--- src/rtl/nzcv_flag_unit_if.sv ---
// Bus between an ALU and the NZCV flag unit: result/operand inputs, condition
// query and the registered flag, condition and overflow-debug outputs.
interface nzcv_flag_unit_if #(
    parameter int WIDTH = 64,
    parameter int CNT_W = 8
);
    logic             in_valid;
    logic             set_flags;
    logic             op_sub;
    logic             op_logic;
    logic [WIDTH-1:0] a;
    logic [WIDTH-1:0] b;
    logic [WIDTH-1:0] result;
    logic             carry_out;
    logic [3:0]       cond;
    logic             ovf_clear;

    logic             Zero;
    logic             Neg;
    logic             C_out;
    logic             OverFlow;
    logic             cond_true;
    logic             out_valid;
    logic             ovf_sticky;
    logic [CNT_W-1:0] ovf_count;

    modport master (
        output in_valid, set_flags, op_sub, op_logic, a, b, result, carry_out, cond, ovf_clear,
        input  Zero, Neg, C_out, OverFlow, cond_true, out_valid, ovf_sticky, ovf_count
    );

    modport slave (
        input  in_valid, set_flags, op_sub, op_logic, a, b, result, carry_out, cond, ovf_clear,
        output Zero, Neg, C_out, OverFlow, cond_true, out_valid, ovf_sticky, ovf_count
    );
endinterface

--- src/rtl/nzcv_flag_unit.sv ---
// Architectural NZCV flag register with next-flag computation, LEGv8 B.cond
// evaluation against the stored flags and a saturating overflow event counter.
module nzcv_flag_unit #(
    parameter int WIDTH = 64,
    parameter int CNT_W = 8
) (
    input  logic                clk,
    input  logic                rst_n,
    nzcv_flag_unit_if.slave     bus
);
    localparam logic [CNT_W-1:0] CNT_MAX = '1;
    localparam logic [CNT_W-1:0] CNT_ONE = CNT_W'(1);

    logic             next_n;
    logic             next_z;
    logic             next_c;
    logic             next_v;
    logic             a_msb;
    logic             b_msb;
    logic             r_msb;
    logic             write_en;
    logic             ovf_event;

    logic             n_q;
    logic             z_q;
    logic             c_q;
    logic             v_q;
    logic             valid_q;
    logic             sticky_q;
    logic [CNT_W-1:0] count_q;
    logic             cond_raw;
    logic             cond_res;

    // Sub overflow uses the un-inverted b, so the sign test flips relative to add.
    always_comb begin
        a_msb  = bus.a[WIDTH-1];
        b_msb  = bus.b[WIDTH-1];
        r_msb  = bus.result[WIDTH-1];
        next_n = r_msb;
        next_z = (bus.result == '0);
        next_c = bus.carry_out;
        if (bus.op_sub)
            next_v = (a_msb != b_msb) && (r_msb != a_msb);
        else
            next_v = (a_msb == b_msb) && (r_msb != a_msb);
        if (bus.op_logic) begin
            next_c = 1'b0;
            next_v = 1'b0;
        end
    end

    assign write_en  = bus.in_valid & bus.set_flags;
    assign ovf_event = write_en & next_v;

    always_ff @(posedge clk or negedge rst_n) begin
        if (!rst_n) begin
            n_q     <= 1'b0;
            z_q     <= 1'b0;
            c_q     <= 1'b0;
            v_q     <= 1'b0;
            valid_q <= 1'b0;
        end else begin
            valid_q <= bus.in_valid;
            if (write_en) begin
                n_q <= next_n;
                z_q <= next_z;
                c_q <= next_c;
                v_q <= next_v;
            end
        end
    end

    // An event in the same cycle as a clear wins and restarts the count at one.
    always_ff @(posedge clk or negedge rst_n) begin
        if (!rst_n) begin
            sticky_q <= 1'b0;
            count_q  <= '0;
        end else if (ovf_event) begin
            sticky_q <= 1'b1;
            if (bus.ovf_clear)
                count_q <= CNT_ONE;
            else if (count_q != CNT_MAX)
                count_q <= count_q + CNT_ONE;
        end else if (bus.ovf_clear) begin
            sticky_q <= 1'b0;
            count_q  <= '0;
        end
    end

    // Odd condition codes are the complement of the even code below them.
    always_comb begin
        cond_raw = 1'b1;
        unique case (bus.cond[3:1])
            3'b000: cond_raw = z_q;
            3'b001: cond_raw = c_q;
            3'b010: cond_raw = n_q;
            3'b011: cond_raw = v_q;
            3'b100: cond_raw = c_q & ~z_q;
            3'b101: cond_raw = (n_q == v_q);
            3'b110: cond_raw = ~z_q & (n_q == v_q);
            3'b111: cond_raw = 1'b1;
        endcase
        if (bus.cond[3:1] == 3'b111)
            cond_res = 1'b1;
        else
            cond_res = cond_raw ^ bus.cond[0];
    end

    assign bus.Zero       = z_q;
    assign bus.Neg        = n_q;
    assign bus.C_out      = c_q;
    assign bus.OverFlow   = v_q;
    assign bus.out_valid  = valid_q;
    assign bus.ovf_sticky = sticky_q;
    assign bus.ovf_count  = count_q;
    assign bus.cond_true  = cond_res;
endmodule

--- src/flat_wrapper.sv ---
// flat-port wrapper written by rule: the top's interface ports become plain ports
module nzcv_flag_unit_flat 
#(
    parameter int WIDTH = 64,
    parameter int CNT_W = 8
)
  (clk, rst_n, bus_in_valid, bus_set_flags, bus_op_sub, bus_op_logic, bus_a, bus_b, bus_result, bus_carry_out, bus_cond, bus_ovf_clear, bus_Zero, bus_Neg, bus_C_out, bus_OverFlow, bus_cond_true, bus_out_valid, bus_ovf_sticky, bus_ovf_count);
  nzcv_flag_unit_if #(.WIDTH(WIDTH), .CNT_W(CNT_W)) bus_i ();
  input  logic clk;
  input  logic rst_n;
  input wire logic [$bits(bus_i.in_valid)-1:0] bus_in_valid;
  input wire logic [$bits(bus_i.set_flags)-1:0] bus_set_flags;
  input wire logic [$bits(bus_i.op_sub)-1:0] bus_op_sub;
  input wire logic [$bits(bus_i.op_logic)-1:0] bus_op_logic;
  input wire logic [$bits(bus_i.a)-1:0] bus_a;
  input wire logic [$bits(bus_i.b)-1:0] bus_b;
  input wire logic [$bits(bus_i.result)-1:0] bus_result;
  input wire logic [$bits(bus_i.carry_out)-1:0] bus_carry_out;
  input wire logic [$bits(bus_i.cond)-1:0] bus_cond;
  input wire logic [$bits(bus_i.ovf_clear)-1:0] bus_ovf_clear;
  output wire logic [$bits(bus_i.Zero)-1:0] bus_Zero;
  output wire logic [$bits(bus_i.Neg)-1:0] bus_Neg;
  output wire logic [$bits(bus_i.C_out)-1:0] bus_C_out;
  output wire logic [$bits(bus_i.OverFlow)-1:0] bus_OverFlow;
  output wire logic [$bits(bus_i.cond_true)-1:0] bus_cond_true;
  output wire logic [$bits(bus_i.out_valid)-1:0] bus_out_valid;
  output wire logic [$bits(bus_i.ovf_sticky)-1:0] bus_ovf_sticky;
  output wire logic [$bits(bus_i.ovf_count)-1:0] bus_ovf_count;
  assign bus_i.in_valid = bus_in_valid;
  assign bus_i.set_flags = bus_set_flags;
  assign bus_i.op_sub = bus_op_sub;
  assign bus_i.op_logic = bus_op_logic;
  assign bus_i.a = bus_a;
  assign bus_i.b = bus_b;
  assign bus_i.result = bus_result;
  assign bus_i.carry_out = bus_carry_out;
  assign bus_i.cond = bus_cond;
  assign bus_i.ovf_clear = bus_ovf_clear;
  assign bus_Zero = bus_i.Zero;
  assign bus_Neg = bus_i.Neg;
  assign bus_C_out = bus_i.C_out;
  assign bus_OverFlow = bus_i.OverFlow;
  assign bus_cond_true = bus_i.cond_true;
  assign bus_out_valid = bus_i.out_valid;
  assign bus_ovf_sticky = bus_i.ovf_sticky;
  assign bus_ovf_count = bus_i.ovf_count;
  nzcv_flag_unit #(.WIDTH(WIDTH), .CNT_W(CNT_W)) u_core (.clk(clk), .rst_n(rst_n), .bus(bus_i));
endmodule
--- config.mk ---
export PLATFORM = sky130hd
export DESIGN_NAME = nzcv_flag_unit_flat
export DESIGN_NICKNAME = d
export VERILOG_FILES = /design/src/rtl/nzcv_flag_unit_if.sv /design/src/rtl/nzcv_flag_unit.sv /design/src/flat_wrapper.sv
export SDC_FILE = /design/constraint.sdc
export NUM_CORES = 1
export LEC_CHECK = 0
export CAP_MARGIN = 20
export CORE_AREA = 10 10 76 78
export CTS_CLUSTER_SIZE = 16
export DETAILED_ROUTE_END_ITERATION = 8
export DIE_AREA = 0 0 86 88
export DONT_BUFFER_PORTS = 1
export PLACE_DENSITY = 0.37
export SYNTH_ARGS = -nofsm -noshare
export SYNTH_HDL_FRONTEND = slang
export SYNTH_SLANG_ARGS = --single-unit
--- constraint.sdc ---
create_clock -name clk -period 2.75 [get_ports clk]
set_input_delay 0.4125 -clock clk [delete_from_list [all_inputs] [get_ports clk]]
set_output_delay 0.4125 -clock clk [all_outputs]
set_load 0.01 [all_outputs]
==> flow_metrics.py <==
metrics = {
    "floorplan": {
        "io_pins": 219,
        "start_util_pct": 21.5,
        "core_mm2": 0.00429,
        "dieArea_mm2": 0.00757,
        "die_y_um": 88,
        "placementRows": 24,
        "dieWidth_um": 86,
    },
    "clocking": {
        "cts_tree": "yes",
        "cts_inserted_buffers": 3,
        "cts_resized": 0,
        "clockBufferDepth": 2,
        "cts_setup_buffers": 0,
        "clock_sinks": 14,
        "cts_root_buf": "clkbuf_8",
        "clkTransAtPathRegs_ps": 60,
        "cts_max_level": 1,
        "clk_latency_ps": 240,
    },
    "worst_setup_path": {
        "regToRegStartpoint": "u_core.bus.ovf_count[0]",
        "path_max_fanout": 9,
        "path_class": "reg2reg",
        "r2r-end": "u_core.bus.ovf_count[5]",
        "critPathLaunchType": "flip-flop",
        "crit_cells": 6,
        "critPathBufInv": 0,
        "reg2reg_slack_ps": 400,
        "slowest_delay_ps": 530,
        "crit_required_ps": 2920,
        "cp_cell_sequence": "ha_1 > and3_1 > a311o_1 > or2_1 > or4_1 > a21oi_1",
        "cp_slowest_cell": "or4_1",
        "crit_arrival_ps": 2520,
        "reg2reg_depth": 6,
        "end_kind": "flip-flop",
        "critPathTopFamily": "simple AND/OR/NAND/NOR gates",
    },
    "layout": {
        "final_cell_mix": "nor4_1, dfrtp_1, nand2_1",
        "fillers": 465,
        "syn2layout_area_growth_pct": 11.5,
        "nets": 314,
        "final_common_cell": "nor4_1",
        "drive_gt1_share_pct": 5.61,
    },
    "synth": {
        "synth_warnings": 0,
        "netlist_area_um2": 925,
        "ys_types": 31,
        "ys_seq_area_share_pct": 37.9,
        "synth-main-ff-cell": "dfrtp_1",
        "synthesis.nets": 310,
        "synth_seq_cells": 14,
        "netlist_instances": 105,
        "syn_area_per_cell_um2": 8.81,
        "synth-async-reset-ratio_pct": 100,
        "synth_edf_count": 0,
    },
    "sta": {
        "drv_slew": 0,
        "tightest_slew_ps": 647,
        "fmax_mhz": 425,
        "post-route-period-util_pct": 85.5,
        "rsz0062_at_grt": "no",
        "finalSetupViolations": 0,
        "fin_ws_ps": 398,
        "hold_violations": 0,
        "slew_headroom_pct": 56.7,
        "setup_tns_ps": 0,
        "fin_crit_ps": 2350,
        "clock_skew_ps": 3.85,
    },
    "placement": {
        "dp_slack_ps": 418,
        "portBuffers": 0,
        "place_congestion": 0.796,
        "hpwl_mm": 3.88,
    },
    "routing": {
        "post_drt_wl_per_cell_um": 26.7,
        "detail-route-antenna-nets": 0,
        "avgViaCountPerCell": 5.72,
        "routed_wl_mm": 4.31,
        "vias": 921,
        "drc": 0,
        "drtIter0Drc": 27,
        "dr.pass1.iters": 4,
    },
    "global_routing": {
        "grt_usage_pct": 10.9,
        "grt_pass1_vias": 1051,
        "grt_max_degree": 15,
        "grt.overflow.total": 0,
        "grt_pass1_wl_mm": 6.19,
        "grt_antenna_before_repair": 2,
    },
    "hold_path": {
        "worstHoldEndpoint": "u_core.bus.out_valid",
        "hold_class": "in2reg",
        "hp-start": "bus_in_valid",
        "hold_depth": 0,
    },
    "run": {
        "maxCapViolCount": 0,
    },
    "status": {
        "status": "finished clean",
    },
    "power": {
        "p_leak_nw": 0.376,
        "vdd_drop_max_v": 0.000202,
        "powerDensity_mw_per_mm2": 428,
    },
}
## power breakdown
part / leakage, nW / switching, W / internal, W
registers: 0.189 / 0.0000142 / 0.000214
clock network: 0.0216 / 0.0000681 / 0.0000967
logic: 0.166 / 0.0000245 / 0.0000242
total: 0.376 / 0.000107 / 0.000334
## synthesized netlist by cell type, drive strengths merged (3+ instances only)
master | count | share of area [%]
a21oi | 5 | 2.7
nand3b | 3 | 2.4
nand4 | 5 | 3.4
xnor2 | 4 | 3.8
mux2i | 3 | 3.2
nand2 | 10 | 4.1
nor2 | 4 | 1.6
nand3 | 5 | 2.7
nor3 | 5 | 2.7
or4 | 4 | 3.2
nor4 | 15 | 10
o31ai | 3 | 2.4
dfrtp | 14 | 38
o21ai | 3 | 1.6
## registers in the layout, indices dropped and copies added, names as in the netlist
| signal | flops |
|---|---|
| u_core.bus.out_valid | 1 |
| u_core.bus.OverFlow | 1 |
| u_core.bus.Zero | 1 |
| u_core.bus.ovf_count | 8 |
| u_core.bus.C_out | 1 |
| u_core.bus.Neg | 1 |
| u_core.bus.ovf_sticky | 1 |
## worst max path at each step
stage / start / end / slack (ps)
after floorplan: u_core.bus.ovf_count[0] / u_core.bus.ovf_count[5] / 560
after global placement: u_core.bus.ovf_count[0] / u_core.bus.ovf_count[5] / 450
after detailed placement: u_core.bus.ovf_count[0] / u_core.bus.ovf_count[5] / 420
after CTS: u_core.bus.ovf_count[0] / u_core.bus.ovf_count[5] / 390
after global routing: u_core.bus.ovf_count[0] / u_core.bus.ovf_count[5] / 290
final: u_core.bus.ovf_count[0] / u_core.bus.ovf_count[5] / 400
## layout make-up
class                           count  area, um^2  area share (%)
Antenna cell                        2        5.00           0.485
Clock buffer                        3        41.3            4.00
Inverter                            2        7.51           0.728
Multi-Input combinational cell     87         552            53.5
Sequential cell                    14         350            34.0
Tap cell                           52        65.1            6.31
Timing Repair Buffer                1        10.0           0.971
## logic make-up after synthesis
group / share of synthesized area, %
simple gates: 37.8
compound gates: 12.3
buf+inv: 2.44
xor+xnor: 3.79
flops: 37.9
mux: 4.47
fa+ha+maj: 1.35
## metrics by stage
stage               area [um^2]  utilization, %  cells  total power [W]  hold WS [ps]
detailed placement          975            22.7    155         0.000276           117
CTS                        1030            23.9    159         0.000449           192
global placement            975            22.7    155         0.000275           117
floorplan                   925               -    105         0.000268           117
finish                     1030            24.0    161         0.000441           199
global route               1030            24.0    160         0.000469           183
## layer usage
layer	global-route usage [%]	wire, um	vias to the layer above
met2	16.8	1760	94
met1	11.4	1690	400
met5	0	0	-
li1	-	-	425
met3	9.56	845	2
met4	0.898	12	0
## what timing repair did
item                                    4_1_cts  5_1_grt
endpoints found under the hold margin        14        0
endpoints found under the setup margin        0        0
hold buffers                                  1        0
Note: power is estimated with default switching activity, not from simulation.
